--- src/rtl/and_2in_unit_edge_counter.sv ---
// rtl/and_2in_unit_edge_counter.sv - rise/fall pulse detector with saturating rise counter
module and_2in_unit_edge_counter #(
    parameter int COUNT_W = 16
) (
    input  logic               clk,
    input  logic               rst_n,
    input  logic               din,
    input  logic               cnt_clr,
    output logic               rise,
    output logic               fall,
    output logic [COUNT_W-1:0] rise_cnt
);

    localparam logic [COUNT_W-1:0] CNT_MAX = {COUNT_W{1'b1}};
    localparam logic [COUNT_W-1:0] CNT_ONE = COUNT_W'(1);

    logic prev;

    always_ff @(posedge clk or negedge rst_n) begin
        if (!rst_n) begin
            prev     <= 1'b0;
            rise     <= 1'b0;
            fall     <= 1'b0;
            rise_cnt <= '0;
        end else begin
            prev <= din;
            rise <= din & ~prev;
            fall <= ~din & prev;
            // clear wins over a same-cycle increment; counter sticks at max
            if (cnt_clr) begin
                rise_cnt <= '0;
            end else if (rise && (rise_cnt != CNT_MAX)) begin
                rise_cnt <= rise_cnt + CNT_ONE;
            end
        end
    end

endmodule

--- src/rtl/and_2in_unit.sv ---
// rtl/and_2in_unit.sv - bitwise 2-input AND with registered, edge-detected, counted copy
module and_2in_unit #(
    parameter int WIDTH   = 1,
    parameter int COUNT_W = 16
) (
    input  logic               clk,
    input  logic               rst_n,
    input  logic [WIDTH-1:0]   A,
    input  logic [WIDTH-1:0]   B,
    output logic [WIDTH-1:0]   Y,
    output logic [WIDTH-1:0]   y_q,
    output logic               rise,
    output logic               fall,
    input  logic               cnt_clr,
    output logic [COUNT_W-1:0] rise_cnt
);

    // Y is pure logic: independent of clk and rst_n
    assign Y = A & B;

    always_ff @(posedge clk or negedge rst_n) begin
        if (!rst_n) begin
            y_q <= '0;
        end else begin
            y_q <= Y;
        end
    end

    and_2in_unit_edge_counter #(
        .COUNT_W (COUNT_W)
    ) u_edge_counter (
        .clk      (clk),
        .rst_n    (rst_n),
        .din      (y_q[0]),
        .cnt_clr  (cnt_clr),
        .rise     (rise),
        .fall     (fall),
        .rise_cnt (rise_cnt)
    );

endmodule

--- config.mk ---
export PLATFORM = sky130hd
export DESIGN_NAME = and_2in_unit
export DESIGN_NICKNAME = d
export VERILOG_FILES = /design/src/rtl/and_2in_unit_edge_counter.sv /design/src/rtl/and_2in_unit.sv
export SDC_FILE = /design/constraint.sdc
export NUM_CORES = 1
export LEC_CHECK = 0
export CORE_MARGIN = 2
export CORE_UTILIZATION = 48
export CTS_CLUSTER_SIZE = 12
export DETAILED_ROUTE_END_ITERATION = 10
export PLACE_DENSITY = 0.74
export SYNTH_ARGS = -nofsm -noshare
export SYNTH_HDL_FRONTEND = slang
export SYNTH_SLANG_ARGS = --single-unit
--- constraint.sdc ---
create_clock -name clk -period 1.8 [get_ports clk]
set_input_delay 0.36 -clock clk [delete_from_list [all_inputs] [get_ports clk]]
set_output_delay 0.36 -clock clk [all_outputs]
set_load 0.005 [all_outputs]
Yosys cells after proc, flatten, opt, wreduce, memory -nomap -nowiden
Index checks and enable logic that the tools add are counted.

word-level totals
  register bits after elaboration = 20
  word-level logic and storage cells = 16

operators by class
  $add $sub $neg = 1
  equality and inequality tests = 1
  multiplexer cells = 2
  bitwise operators = 5
  reductions and logical operators = 2

operator list
  cell                   number
  $mux 16                2
  $add 16x1->16 const B  1
  $ne 16x16->1 const B   1
  $and 1x1->1            3
  $not 1->1              2
  $reduce_bool 2->1      1
  $logic_and 1x1->1      1

Logic depth before layout (Yosys ltp)
Gate-level depths: netlist of run 1.

  depth in word-level cells = 4
  mapped depth = 6
  gate-level depth less buffers = 5

Modules after synthesis
From an unflattened synthesis of run 1, not the netlist that was laid out.

second synthesis, totals
  cells, all modules = 127
  area total of the unflattened synthesis = 1196.1 µm²

modules (own cells, without submodules)
  module                     times used  cells an instance  area each (µm²)  seq. area each (µm²)
  and_2in_unit_edge_counter  1           125                1164.9           475.5
  and_2in_unit               1           2                  31.3             25.0

Worst setup path before layout of run 1
OpenSTA, ideal clock, no wires.

  kind = register to register
  start point = register u_edge_counter.rise_cnt[0]
  end point = register u_edge_counter.rise_cnt[14]
  setup time = 125 ps
  data arrival time = 1485 ps
  data required time = 1675 ps
  slack = 190 ps
  cell stages (with the launch flop) = 7
  buffers on the path = 1
  clock period less this slack = 1610 ps
  cell sequence = dfrtp_1 > ha_1 > and3_1 > buf_2 > o211ai_1 > nor3_1 > mux2_2

on the way
  word-level cells in the longest chain between the ends = 3
  elaborated cells on any way between the ends = 6
  classes of those cells = add/sub: 1; eq/ne: 1; mux: 2; reduce/logical: 2

ends and longest elaborated chain
  item                                           RTL line                                                          source
  start: declaration                             and_2in_unit_edge_counter.sv:11                                   output logic [COUNT_W-1:0] rise_cnt
  start signal: assignment                       and_2in_unit_edge_counter.sv:33                                   rise_cnt <= rise_cnt + CNT_ONE;
  $add 16x1->16 or $ne 16x16->1 (tied branches)  and_2in_unit_edge_counter.sv:33, and_2in_unit_edge_counter.sv:32
  $mux 16 or $logic_and 1x1->1 (tied branches)   and_2in_unit_edge_counter.sv:32                                   end else if (rise && (rise_cnt != CNT_MAX)) begin
  $mux 16 or $reduce_bool 2->1 (tied branches)   --

Parallel ways exist; a longest one is shown, timed or not. The select of a mux whose other input is x is not followed.
A chain may end at the register's enable or synchronous reset.

Worst setup path after layout of run 1
  start point = register u_edge_counter.rise_cnt[3]
  end point = output rise_cnt[3]

RTL lines
  item              RTL line            source
  end: declaration  and_2in_unit.sv:15  output logic [COUNT_W-1:0] rise_cnt

No word-level cell between the ends.

==> run_results.csv, run 1 <==
group,metric,value,unit
timing,finalCriticalPeriod,1720,ps
placed_design,place_area,1330,sq um
placed_design,place_congestion,0.764,
synth,netlist_top_cells_area,"dfrtp_1, a21oi_1, nand4_1",
job,max-cap-violations,0,
drt,post_drt_wl_per_cell,14.0,um
timing,rsz0062_at_grt,"true",
clocking,cts.htree.levels,1,
synth,synthCells,103,
synth,syn_avg_cell_area,10.1,sq um
floorplan,start_util,51.8,%
floorplan,ioPinCount,25,
timing,skew,10.2,ps
drt,routed_wl,2220,um
worst_setup_path,reg2reg_to,"u_edge_counter.rise_cnt[13]",
timing,setup_violations,0,
clocking,tritoncts,"built",
clocking,cts_root_buf,"clkbuf_4",
placed_design,port_buffers,24,
cells_and_area,n_fill_cell,170,
synth,synth_top_area_cell,"dfrtp_1",
worst_setup_path,critPathArrivalTime,1360,ps
cells_and_area,area_growth,30.9,%
clocking,cts_buffers,3,
worst_setup_path,start_kind,"flop",
grt,overflow,0,
timing,hold_viol,0,
grt,grt_usage,20.2,%
synth,syn_area,1040,sq um
timing,max_freq,580,MHz
worst_setup_path,rrSetupSlack,120,ps
drt,ant_nets,0,
synth,ys_ff_latch,20,
drt,via_per_inst,5.78,
grt,grt_pass1_wl,3920,um
min_path,min_path_type,"input pin to async pin",
drt,drt_iter0_markers,28,
floorplan,core_area,2000,sq um
worst_setup_path,critPathBufInv,1,
outcome,outcome,"complete, no violations",
worst_setup_path,cp.required,1440,ps
worst_setup_path,reg2reg_depth,6,
worst_setup_path,critPathMaxFanout,10,
grt,antenna_found_initial,0,
timing,holdWs,384,ps
clocking,cts.sinks,20,
timing,slew_headroom,68.1,%
worst_setup_path,cp_slowest_stage_delay,550,ps
clocking,clk_latency,300,ps
drt,firstDrtPassIters,4,
power,irDropWorstVdd,0.000496,V
worst_setup_path,crit_path_top_delay_cell,"clkdlybuf4s50_1",
worst_setup_path,end_kind,"primary output",
power,leakagePower,0.548,nW
clocking,clk_pin_slew_worst_paths,110,ps
floorplan,die_h,50.5,um
synth,netlist.area_leader.share,48.3,%
grt,grt_pass1_vias,902,
grt,grt_max_degree,21,
clocking,clockBufferDepth,2,
worst_setup_path,crit_chain,"clkdlybuf4s50_1",
worst_setup_path,critPathKind,"flop to primary output",
cells_and_area,fin_cells,159,
synth,syn_nets,109,
floorplan,die_w,50.5,um
power,powerDensity,530,nW/um^2
floorplan,num_rows,16,
floorplan,die_area,2550,sq um
power,power.total,0.000720,W
timing,period_share,95.8,%
clocking,cts_hold_buf,0,
cells_and_area,drive_above_1_share,15.2,%
cells_and_area,diodes,0,
cells_and_area,stdcell_area,1360,sq um
timing,slew_violations,0,
drt,remaining_drc_errors,0,
cells_and_area,fin_nets,140,
worst_setup_path,crit_family,"buffers and inverters",
cells_and_area,finish.utilization,67.8,%
placed_design,dp_hpwl,1650,um
placed_design,dp.cells,155,
worst_setup_path,rr_startpoint,"u_edge_counter.rise_cnt[0]",
synth,seq_area_frac_synth,48.3,%
timing,tightest_slew,474,ps
drt,num_vias,919,
synth,synth_cell_types,36,
synth,yosysWarningCount,0,
stage by stage:
step / setup TNS [ps] / worst slack, ps
finish: 0 / 76.1
global placement: 0 / 10.0
floorplan: 0 / 190
detailed placement: -24.5 / -24.5
global route: -49.6 / -22.8
CTS: 0 / 69.9
flip-flops by register name, indices dropped and copies added, names as in the netlist:
name / cells
u_edge_counter.prev: 1
y_q: 1
u_edge_counter.fall: 1
u_edge_counter.rise: 1
u_edge_counter.rise_cnt: 16
layout by cell type, fill, tap and decap left out, drive strengths merged:
cell	netlist	layout
clkdlybuf4s50	0	23
dfrtp	20	20
a21oi	11	11
buf	4	8
nand2	7	7
nor2	6	6
nand4	6	6
nor3	5	5
nor2b	4	4
o21ai	4	4
or3	4	4
clkbuf	2	3
nor4	3	3
nand3	3	3
o41ai	2	2
or4b	2	2
mux2	2	2
o31ai	2	2
inv	2	2
a31oi	2	2
and4	2	2
and2	1	1
and3	1	1
o211ai	1	1
or4	1	1
o31a	1	1
a41oi	1	1
o21bai	1	1
a211oi	1	1
nand3b	1	1
ha	1	1
dlygate4sd2	0	1
kinds of logic after synthesis:
logic type	synth area share [%]
compound gates	15.9
simple gates	28.3
flops	48.3
fa+ha+maj	1.21
buf+inv	4.10
mux	2.17
layer usage:
layer | share of wire [%] | routed length, um | GRT usage, %
met2 | 48 | 1070 | 33.8
met5 | 0 | 0 | 0
met1 | 46 | 1010 | 26.7
met4 | 0.68 | 15 | 5.41
met3 | 5.4 | 119 | 3.87
worst max path at each step:
stage,cells past startpoint,slack [ps],to,from
4_1_cts,1,70,rise_cnt[3],u_edge_counter.rise_cnt[3]
3_5_place_dp,3,-20,Y,B
2_1_floorplan,6,190,u_edge_counter.rise_cnt[14],u_edge_counter.rise_cnt[0]
6_report,1,80,rise_cnt[3],u_edge_counter.rise_cnt[3]
3_3_place_gp,3,10,Y,A
5_1_grt,6,-20,u_edge_counter.rise_cnt[13],u_edge_counter.rise_cnt[0]
final cells by class:
cell class / instances / area [sq um] / area share (%)
flip-flops and latches: 20 / 500 / 36.9
multi-input cells: 75 / 494 / 36.4
repair buffers: 32 / 299 / 22.0
well taps: 27 / 33.8 / 2.49
clock buffers: 3 / 22.5 / 1.66
inverters: 2 / 7.51 / 0.553
repair_timing:
item | 4_1_cts | 5_1_grt
endpoints found under the setup margin | 1 | 6
gates resized for setup | 1 | 0
buffers inserted | 0 | 1
pin swaps | 0 | 0
synthesized netlist by cell type:
library cell / instances
a21oi_1: 11
nand3b_1: 1
o21bai_1: 1
inv_1: 2
and4_4: 1
or4_1: 1
nand2_4: 1
nor4_2: 2
ha_1: 1
a31oi_1: 2
a211oi_2: 1
o31ai_1: 2
dfrtp_1: 20
nand3_2: 1
nor2_1: 6
o31a_1: 1
nand2_1: 6
clkbuf_1: 2
buf_4: 3
nand4_1: 5
nor3_1: 5
nand3_1: 2
buf_2: 1
or4b_1: 2
nor4_1: 1
nor2b_1: 4
mux2_2: 2
a41oi_1: 1
o211ai_1: 1
o41ai_1: 2
or3_1: 4
and4_1: 1
and2_1: 1
o21ai_0: 4
and3_1: 1
nand4_2: 1
where the power goes:
group,internal [W],switching (W),leakage [nW],total [W]
logic,0.0000294,0.0000262,0.259,0.0000556
clock network,0.0000779,0.000126,0.0138,0.000204
registers,0.000455,0.00000432,0.275,0.000460
No activity file was read; power rests on OpenSTA's default activity.
==> run 2: changes to the inputs <==
Settings changed: PLACE_DENSITY 0.74 to 0.78.
==> run_results.csv, run 2 (same netlist as run 1, synthesis figures left out) <==
group,metric,value,unit
worst_setup_path,cp.required,1440,ps
power,clkPwrFrac,28.4,%
grt,use_met2,31.4,%
timing,skew,3.74,ps
cells_and_area,stdcell_area,1370,sq um
floorplan,core_area,2000,sq um
cells_and_area,largest_register_ffs,16,
clocking,clk_latency,290,ps
placed_design,place_area,1320,sq um
grt,busiest_layer,"met2",
timing,max_freq,586,MHz
cells_and_area,area_growth,32.0,%
timing,timing.final.ws_setup,93.1,ps
clocking,cts_root_buf,"clkbuf_4",
clocking,clockBufferDepth,2,
timing,rsz0062_at_grt,"false",
cells_and_area,n_fill_cell,166,
cells_and_area,finish.utilization,68.4,%
job,max-cap-violations,0,
cells_and_area,diodes,0,
timing,setup-tns-final,0,ps
clocking,tritoncts,"built",
cells_and_area,multi_input_area,504,sq um
worst_setup_path,crit_chain,"clkdlybuf4s50_1",
placed_design,dp_hpwl,1620,um
cells_and_area,fin_cells,159,
worst_setup_path,start_kind,"flop",
timing,slew_headroom,68.2,%
worst_setup_path,end_kind,"primary output",
grt,antenna_found_initial,0,
power,power.share.switching,21.9,%
cells_and_area,regMostFlops,"u_edge_counter.rise_cnt",
worst_setup_path,crit_family,"buffers and inverters",
grt,grt_usage,19.3,%
drt,remaining_drc_errors,0,
cells_and_area,drive_above_1_share,18.2,%
power,leakagePower,0.547,nW
worst_setup_path,critPathArrivalTime,1350,ps
placed_design,place_congestion,0.763,
drt,routed_wl,2220,um
drt,post_drt_wl_per_cell,14.0,um
floorplan,die_h,50.5,um
power,power.internal,0.000563,W
cells_and_area,fin_nets,140,
floorplan,ioPinCount,25,
grt,grt_max_degree,21,
worst_setup_path,critPathMaxFanout,10,
placed_design,preCtsSetupSlack,-22.6,ps
worst_setup_path,critPathBufInv,1,
timing,slew_violations,0,
drt,drt_iter0_markers,11,
timing,finalCriticalPeriod,1710,ps
drt,num_vias,913,
outcome,outcome,"complete, no violations",
timing,tightest_slew,473,ps
grt,grt_pass1_vias,847,
floorplan,die_w,50.5,um
clocking,clk_pin_slew_worst_paths,100,ps
placed_design,dp.cells,154,
placed_design,port_buffers,24,
drt,ant_nets,0,
clocking,cts.htree.levels,1,
clocking,cts_buffers,3,
power,irDropWorstVdd,0.000360,V
cells_and_area,layout_commonest_cell,"clkdlybuf4s50_1",
grt,grt_use_met1,25.2,%
power,comb_power_share,7.8,%
floorplan,start_util,51.8,%
worst_setup_path,critPathKind,"flop to primary output",
grt,met3_usage,4.17,%
timing,hold_viol,0,
power,powerDensity,527,nW/um^2
cells_and_area,final_cell_mix,"clkdlybuf4s50_1, dfrtp_1, a21oi_1",
worst_setup_path,crit_path_top_delay_cell,"clkdlybuf4s50_1",
clocking,cts_hold_buf,0,
drt,via_per_inst,5.74,
worst_setup_path,cp_slowest_stage_delay,550,ps
grt,overflow,0,
grt,grt_pass1_wl,3720,um
min_path,min_path_type,"input pin to async pin",
clocking,cts.sinks,20,
floorplan,num_rows,16,
drt,firstDrtPassIters,4,
timing,setup_violations,0,
power,seq_power_share,63.9,%
timing,period_share,94.8,%
floorplan,die_area,2550,sq um
cells_and_area,regArea,502,sq um
power,switchingPower,0.000158,W
[run 2: cell counts in the layout (fill, tap and decap cells not counted)]
Identical to the previous run, type by type.
[run 2: layout make-up]
class | instances | area share (%)
tap | 27 | 2.47
sequential | 20 | 36.7
inverter | 2 | 0.548
multi-input combinational | 75 | 36.8
timing repair buffer | 32 | 21.8
clock buffer | 3 | 1.65
[run 2: final timing paths]
kind / from / to / slack [ps] / depth (start not counted)
max in group asynchronous: rst_n / u_edge_counter.rise_cnt[0] / 1180 / 2
min reg2reg: u_edge_counter.prev / u_edge_counter.rise / 420 / 1
max: u_edge_counter.rise_cnt[3] / rise_cnt[3] / 90 / 1
max reg2reg: u_edge_counter.rise_cnt[0] / u_edge_counter.rise_cnt[15] / 110 / 6
min: rst_n / u_edge_counter.rise_cnt[3] / 400 / 2
min in group clk: u_edge_counter.prev / u_edge_counter.rise / 420 / 1
[run 2: through the flow]
stage / hold slack [ps] / power, W
final: 396 / 0.000722
after global routing: 410 / 0.000755
after CTS: 398 / 0.000729
after detailed placement: 410 / 0.000522
after global placement: 402 / 0.000520
after floorplan: 64.4 / 0.000483
[run 2: routing by layer]
| metal | wire length (um) | share of wire, % |
|---|---|---|
| met1 | 1050 | 47 |
| met5 | 0 | 0 |
| met3 | 88 | 4.0 |
| met2 | 1060 | 47 |
| met4 | 33 | 1.5 |
[run 2: power by group through the flow]
| stage | sequential, W | clock [W] | combinational, W |
|---|---|---|---|
| after CTS | 0.000461 | 0.000216 | 0.0000517 |
| after global placement | 0.000470 | 0 | 0.0000507 |
| after floorplan | 0.000470 | 0 | 0.0000135 |
| final | 0.000461 | 0.000205 | 0.0000560 |
| after detailed placement | 0.000470 | 0 | 0.0000525 |
| after global routing | 0.000462 | 0.000231 | 0.0000618 |
[run 2: what timing repair did]
item / 4_1_cts / 5_1_grt
gates cloned: 0 / 0
setup buffers: 0 / 2
resized for setup: 1 / 4
hold endpoints to repair: 0 / 0
endpoints found under the setup margin: 1 / 4
==> run 3: changes to the inputs <==
Settings changed: SLEW_MARGIN from default to 5, TNS_END_PERCENT from default to 50.
==> results of run 3 <==
Same layout as run 2: the final DEF is identical, and so are final timing and power.
